File: config.mk
export PLATFORM = sky130hd
export DESIGN_NAME = dbg_cmd_sequencer
export DESIGN_NICKNAME = d
export VERILOG_FILES = /design/src/rtl/dbg_cmd_sequencer.sv
export SDC_FILE = /design/constraint.sdc
export NUM_CORES = 1
export LEC_CHECK = 0
export BUFFER_PORTS_ARGS = -buffer_cell sky130_fd_sc_hd__buf_2
export CAP_MARGIN = 5
export CORE_UTILIZATION = 50
export DETAILED_ROUTE_END_ITERATION = 16
export GPL_TIMING_DRIVEN = 1
export PLACE_DENSITY = 0.82
export SYNTH_ARGS = -nofsm -noshare
export SYNTH_HDL_FRONTEND = slang
export SYNTH_SLANG_ARGS = --single-unit
File: constraint.sdc
create_clock -name clk -period 3.9 [get_ports clk]
set_input_delay 0.975 -clock clk [delete_from_list [all_inputs] [get_ports clk]]
set_output_delay 0.975 -clock clk [all_outputs]
set_load 0.01 [all_outputs]
File: src/rtl/dbg_cmd_sequencer.sv
// Debug-link command sequencer: decodes UART command bytes, drives CPU reset and
// clock-enable, snapshots the memory bus and streams responses over valid/ready.
module dbg_cmd_sequencer #(
  parameter int RST_CYCLES  = 4,
  parameter int STEP_GAP    = 4,
  parameter int ARG_TIMEOUT = 1_000_000
) (
  input  logic        clk,
  input  logic        rst,
  input  logic [7:0]  rx_data,
  input  logic        rx_valid,
  output logic [7:0]  tx_data,
  output logic        tx_valid,
  input  logic        tx_ready,
  output logic        cpu_rst,
  output logic        cpu_clk_en,
  input  logic [31:0] bus_addr,
  input  logic [31:0] bus_rdata,
  output logic        busy,
  output logic        overrun
);

  localparam logic [2:0] S_IDLE     = 3'd0;
  localparam logic [2:0] S_RST_HOLD = 3'd1;
  localparam logic [2:0] S_GET_ARG  = 3'd2;
  localparam logic [2:0] S_STEP     = 3'd3;
  localparam logic [2:0] S_SEND     = 3'd4;

  localparam logic [7:0] OP_RESET    = 8'h01;
  localparam logic [7:0] OP_STEP     = 8'h02;
  localparam logic [7:0] OP_READ_BUS = 8'h03;

  localparam logic [7:0] RSP_ACK     = 8'hA5;
  localparam logic [7:0] RSP_NAK     = 8'hEE;
  localparam logic [7:0] RSP_TIMEOUT = 8'hEF;

  // One shared cycle counter serves the reset hold, the argument timeout and the
  // step period, so it is sized for the largest of the three.
  localparam int MAX_AB  = (RST_CYCLES > STEP_GAP) ? RST_CYCLES : STEP_GAP;
  localparam int MAX_CNT = (ARG_TIMEOUT > MAX_AB) ? ARG_TIMEOUT : MAX_AB;
  localparam int CW      = (MAX_CNT > 1) ? $clog2(MAX_CNT) : 1;

  localparam logic [CW-1:0] RST_LAST     = CW'(RST_CYCLES - 1);
  localparam logic [CW-1:0] GAP_LAST     = CW'(STEP_GAP - 1);
  localparam logic [CW-1:0] TIMEOUT_LAST = CW'(ARG_TIMEOUT - 1);

  logic [2:0]    state;
  logic [CW-1:0] cnt;
  logic [8:0]    step_cnt;
  logic [63:0]   resp;
  logic [2:0]    resp_last;
  logic [2:0]    idx;

  // NOTE: every register below is assigned with <= so all of them sample the
  // pre-edge values of each other; a blocking = here would create ordering races.
  always_ff @(posedge clk) begin
    if (rst) begin
      state     <= S_IDLE;
      cnt       <= '0;
      step_cnt  <= '0;
      resp      <= '0;
      resp_last <= '0;
      idx       <= '0;
      overrun   <= 1'b0;
    end else begin
      // Bytes that arrive while the sequencer cannot consume them are dropped.
      if (rx_valid && (state == S_RST_HOLD || state == S_STEP || state == S_SEND))
        overrun <= 1'b1;

      case (state)
        S_IDLE: begin
          if (rx_valid) begin
            cnt <= '0;
            idx <= '0;
            case (rx_data)
              OP_RESET: state <= S_RST_HOLD;
              OP_STEP:  state <= S_GET_ARG;
              OP_READ_BUS: begin
                // Little-endian: address bytes go out first, then read data.
                resp      <= {bus_rdata, bus_addr};
                resp_last <= 3'd7;
                state     <= S_SEND;
              end
              default: begin
                resp      <= {56'h0, RSP_NAK};
                resp_last <= 3'd0;
                state     <= S_SEND;
              end
            endcase
          end
        end

        S_RST_HOLD: begin
          if (cnt == RST_LAST) begin
            cnt       <= '0;
            resp      <= {56'h0, RSP_ACK};
            resp_last <= 3'd0;
            state     <= S_SEND;
          end else begin
            cnt <= cnt + CW'(1);
          end
        end

        S_GET_ARG: begin
          if (rx_valid) begin
            step_cnt <= (rx_data == 8'h00) ? 9'd256 : {1'b0, rx_data};
            cnt      <= '0;
            state    <= S_STEP;
          end else if (cnt == TIMEOUT_LAST) begin
            cnt       <= '0;
            resp      <= {56'h0, RSP_TIMEOUT};
            resp_last <= 3'd0;
            state     <= S_SEND;
          end else begin
            cnt <= cnt + CW'(1);
          end
        end

        S_STEP: begin
          if (cnt == GAP_LAST) begin
            cnt      <= '0;
            step_cnt <= step_cnt - 9'd1;
            if (step_cnt == 9'd1) begin
              resp      <= {56'h0, RSP_ACK};
              resp_last <= 3'd0;
              state     <= S_SEND;
            end
          end else begin
            cnt <= cnt + CW'(1);
          end
        end

        S_SEND: begin
          if (tx_ready) begin
            if (idx == resp_last) begin
              idx   <= '0;
              state <= S_IDLE;
            end else begin
              idx <= idx + 3'd1;
            end
          end
        end

        default: state <= S_IDLE;
      endcase
    end
  end

  assign busy       = (state != S_IDLE);
  assign tx_valid   = (state == S_SEND);
  assign cpu_rst    = (state == S_RST_HOLD);
  assign cpu_clk_en = (state == S_RST_HOLD) || (state == S_STEP && cnt == '0);

  // NOTE: the default assignment first keeps this combinational block free of
  // inferred latches on every path.
  always_comb begin
    tx_data = 8'h00;
    if (state == S_SEND)
      tx_data = resp[{idx, 3'b000} +: 8];
  end

endmodule

### Word level (Yosys, flattened, before mapping)

Index checks and enable logic that the tools add are counted.

| operators by class | value |
|---|---|
| divide/modulo/power cells | 0 |
| eq/ne operators | 22 |
| shifts and indexed selects | 1 |
| $add $sub $neg | 3 |
| magnitude comparators | 0 |
| $mul | 0 |
| bitwise operators | 0 |
| muxes and demuxes | 40 |
| reduce and logical (&&, ||, !) cells | 20 |

Operators with widths:

| operator | number |
|---|---|
| $mux W64 | 6 |
| $pmux W64 S4 | 1 |
| $pmux W64 S2 | 1 |
| $mux W20 | 4 |
| $shiftx A64 B7 Y8 | 1 |
| $pmux W20 S3 | 1 |
| $mux W3 | 17 |
| $mux W9 | 3 |
| $add A20 B1 Y20 const B | 1 |
| $eq A20 B2 Y1 const B | 1 |
| $eq A20 B20 Y1 const B | 1 |
| $logic_not A20 Y1 | 1 |
| $pmux W3 S2 | 3 |
| $pmux W9 S2 | 1 |
| $eq A8 B2 Y1 const B | 2 |
| $pmux W3 S5 | 1 |
| $pmux W3 S4 | 1 |
| $ne A2 B1 Y1 const B | 5 |
| $ne A2 B2 Y1 const B | 5 |
| $eq A9 B1 Y1 const B | 1 |
| $sub A9 B1 Y9 const B | 1 |
| $eq A8 B1 Y1 const B | 1 |
| $logic_not A8 Y1 | 1 |
| $mux W8 | 1 |
| 17 further kinds | 25 |

| storage, ports and cells | value |
|---|---|
| output and inout bits | 13 |
| word-level logic and storage cells | 93 |
| register bits | 103 |
| ROM bits | 0 |
| memories kept | 0 |
| bits of input ports | 76 |
| bits in writable memories | 0 |
| latch bits | 0 |

### Depth between registers and ports, before layout

| depth | value |
|---|---|
| depth in word-level cells | 5 |
| depth in mapped cells | 8 |
| depth with buffers taken out | 6 |

### Least setup slack after synthesis

No wires, ideal clock.

| timing | value |
|---|---|
| path type | input port to flip-flop |
| start point | input rx_data[3] |
| end point | register resp_last[1] |
| buffers on the path | 1 |
| slack | 1.284 ns |
| required time | 3.777 ns |
| library setup time | 0.123 ns |
| stages on the path | 6 |
| arrival | 2.493 ns |
| cells stage by stage | nor4_2 > nand2_1 > o41a_1 > nand3_2 > buf_6 > mux2_1 |

| on the way | value |
|---|---|
| longest elaborated chain between the ends | 5 |
| elaborated cells on any way between the ends | 9 |
| those cells by class | 4 x eq/ne; 3 x mux; 2 x reduce/logical |

RTL lines:

| item | RTL line | text |
|---|---|---|
| start, declared | 10 | `input logic [7:0] rx_data,` |
| $eq A8 B2 Y1 / $eq A8 B1 Y1 (equally long branches) | 75 | `case (rx_data)` |
| $reduce_or A2 Y1 (no line) | n/a |  |
| $pmux W3 S2 | 75 |  |
| $mux W3 | 72 | `if (rx_valid) begin` |
| $pmux W3 S4 | 70 | `case (state)` |
| end signal, assigned | 81 | `resp_last <= 3'd7;` |
| end signal, assigned | 86 | `resp_last <= 3'd0;` |
| end signal, assigned | 97 | `resp_last <= 3'd0;` |
| end, declared | 51 | `logic [2:0] resp_last;` |

Several ways; a longest one is shown, not always the timed one. The select of a mux whose other input is x is not followed.
A chain may end at the register's enable or synchronous reset.

### Final worst setup path

| timing | value |
|---|---|
| start point | register idx[1] |
| end point | output tx_data[4] |

| on the way | value |
|---|---|
| longest elaborated chain between the ends | 2 |

RTL lines:

| item | RTL line | text |
|---|---|---|
| start, declared | 52 | `logic [2:0] idx;` |
| start signal, assigned | 139 | `idx <= idx + 3'd1;` |
| $shiftx A64 B7 Y8 | 159 | `tx_data = resp[{idx, 3'b000} +: 8];` |
| $mux W8 | 158 | `if (state == S_SEND)` |
| end, declared | 12 | `output logic [7:0] tx_data,` |

No other way between the ends.

==> impl_results.md <==
* CP Capture Type: output port
* Routed Antenna Nets at 0
* Placed cells at 789
* CP bufs+invs at 1
* # setup viols final at 0
* Sw power at 469 uW
* Wire length of the first global-routing pass at 19800 um
* Area delta synth->final at 12.2%
* Nets@finish at 745
* Int Pwr at 1350 uW
* Mean post-synth cell area at 8.93 um2
* Initial antenna violation count at 1
* Placement Setup Slack at 0.580 ns
* Die width at 105 um
* CTS tree: built
* Clock Skews at 0.00810 ns
* Logic gate share of total power at 9.7%
* Most frequent cells in the layout: nand2_1, dfxtp_1, buf_2, mux2i_1, nor2_1
* Cell family with most CP delay: flip-flops
* Vias in the first global route at 4297
* Cell Count, Final, Fillers Out at 804
* Final Util at 57.8%
* Met1 usage in global routing at 27.6%
* Post-synthesis instance area at 5320 um2
* Clock network fraction of design power at 32.5%
* GR Util met2 at 39.7%
* CP cell instances: mux4_2, mux2i_1, nor2_1, buf_2
* Peak VDD IR at 278 uV
* Starting Density at 51.5%
* Met3 GRT Util at 4.87%
* Yosys cell types at 59
* Outcome: complete, no violations
* Detailed-router iteration count before antenna repair at 5
* Die Y-Extent at 105 um
* Post-synthesis register bit count at 101
* Total GRT Usage at 22.6%
* H-tree levels at 3
* DRT Wirelength at 12100 um
* Crit start category: flip-flop
* Post-CTS Resized at 0
* Fin Setup TNS at 0 ns
* Via Count at 4461
* CORE AREA at 10300 um2
* Sequential area share after synthesis at 38.0%
* Most Crowded Layer GR: met2
* Grt ovf at 0
* Root buf cell: clkbuf_8
* Syn Inst Count at 595
* IO buf count at 88
* Sw Share at 25.8%
* Filler instances at 907
* Clock Pin Slew Worst Setup and Hold Paths at 0.09 ns
* Slew headroom at 28.8%
* GPL Wtd Cong at 0.841
* CP arrival at 2.15 ns
* Share of cells above drive strength 1 at 21.4%
* Critical path type: flip-flop to output port
* Vias per cell at 5.55
* Num rows at 37
* RSZ-0062 raised after global routing: no
* Dpl hpwl at 8700 um
* Tot Pwr at 1820 uW
* Fin crit period at 3.13 ns
* Iteration-0 DRC Markers at 294
* Syn nets at 676
* Worst Path Max Fanout at 20
* CTS Buf Count at 9
* Final Hold Viols at 0
* Slowest stage delay, CP at 0.95 ns
* Largest net degree at the start of global routing at 68
* I/O pins at 89
* Post-synth EDFFs at 0
* Max-slew violations at 0
* Synth Warn # at 0
* Cts hold-fix bufs at 0
* Reg power frac at 57.7%
* Avg WL per Cell at 15.0 um
* Most common cell after layout, fill and taps aside: nand2_1
* Slack of the critical path at 0.771 ns
* # DRC at 0
* Fmax at 320 MHz
* Measured slew at the worst slew-check pin at 1.07 ns
* Sink Count at 101
* Hold Crit Class: flip-flop to flip-flop
* PD cells at 305 nW/um2
* FFs w/ async S/R, synth at 0%
* Top_reg_cell synth: dfxtp_1
* Max_cap viols at 0
* Post-CTS Setup Repair Bufs at 0
* CP max-delay cell: dfxtp_1
* CTS Buffer Depth at 2
* Req. time, crit path at 2.92 ns
* Clock latency on the worst-skew pair at 0.37 ns
* Period utilisation layout at 80.2%
* Lkg Pwr at 0.00238 uW
* Die footprint at 11000 um2
## tightest hold or removal path, cell delays in order, from the launching register on
cell and delay [ns]:
dfxtp_1 0.32, nand2_1 0.05, mux2i_1 0.05
## per-layer routing
| metal | wire (um) | up-vias |
|---|---|---|
| met5 | 0 | - |
| met4 | 187 | 0 |
| met3 | 616 | 17 |
| met2 | 5980 | 136 |
| met1 | 5320 | 2093 |
| li1 | - | 2215 |
## power by group through the flow
stage | clock, uW | sequential [uW] | combinational [uW]
2_1_floorplan | 0 | 1070 | 119
4_1_cts | 608 | 1050 | 178
3_5_place_dp | 0 | 1070 | 177
5_1_grt | 637 | 1050 | 193
6_report | 592 | 1050 | 177
3_3_place_gp | 0 | 1070 | 174
## synthesized netlist by cell type, types with 9 or more instances
cell type	instances	area (um2)
nor4_1	13	81.3
a21oi_1	14	70.1
clkbuf_1	20	75.1
dfxtp_1	101	2020
nand3_1	9	45.0
nor2_1	48	180
buf_2	9	45.0
xnor2_1	18	158
mux4_2	16	360
nand4_1	10	62.6
nand2_1	148	556
mux2i_1	68	681
inv_1	14	52.6
nor3_1	13	65.1
## sequential cells by signal, indices dropped and copies added (netlist names)
name,flops
step_cnt,9
idx,3
resp_last,1
cnt,20
overrun,1
resp,64
state,3
## cell type report
type | instances | area, um2 | area share, %
clock inverter | 5 | 37.5 | 0.629
sequential | 101 | 2020 | 33.9
tap | 136 | 170 | 2.85
timing repair buffer | 95 | 505 | 8.48
multi-input combinational | 443 | 3050 | 51.1
inverter | 14 | 52.6 | 0.881
antenna | 1 | 2.50 | 0.0420
clock buffer | 9 | 124 | 2.08
## path summary, 6_finish.rpt
check | from | to | slack, ns | cells past startpoint
hold reg to reg | resp[45]$_SDFFE_PP0P_ | resp[45]$_SDFFE_PP0P_ | 0.46 | 2
hold / removal | resp[45]$_SDFFE_PP0P_ | resp[45]$_SDFFE_PP0P_ | 0.46 | 2
setup reg to reg | state[2]$_SDFFE_PP0P_ | resp[37]$_SDFFE_PP0P_ | 1.25 | 7
setup / recovery | idx[1]$_SDFFE_PP0P_ | tx_data[4] | 0.77 | 4
## metrics by stage
stage,hold WS (ns),cell area (um2)
final,0.463,5960
after global routing,0.479,5960
after CTS,0.465,5960
after detailed placement,0.450,5800
after global placement,0.441,5800
after floorplan,0.435,5320
## logic make-up after synthesis
group                      synth area share [%]
xor gates and xnor gates                   3.63
buffers and inverters                      4.87
muxes                                      20.0
adders and majority gates                  1.18
DFF                                        38.0
and+or+nand+nor                            24.5
AOI/OAI and AO/OA                          7.82
Power figures use the tool's default switching activity.
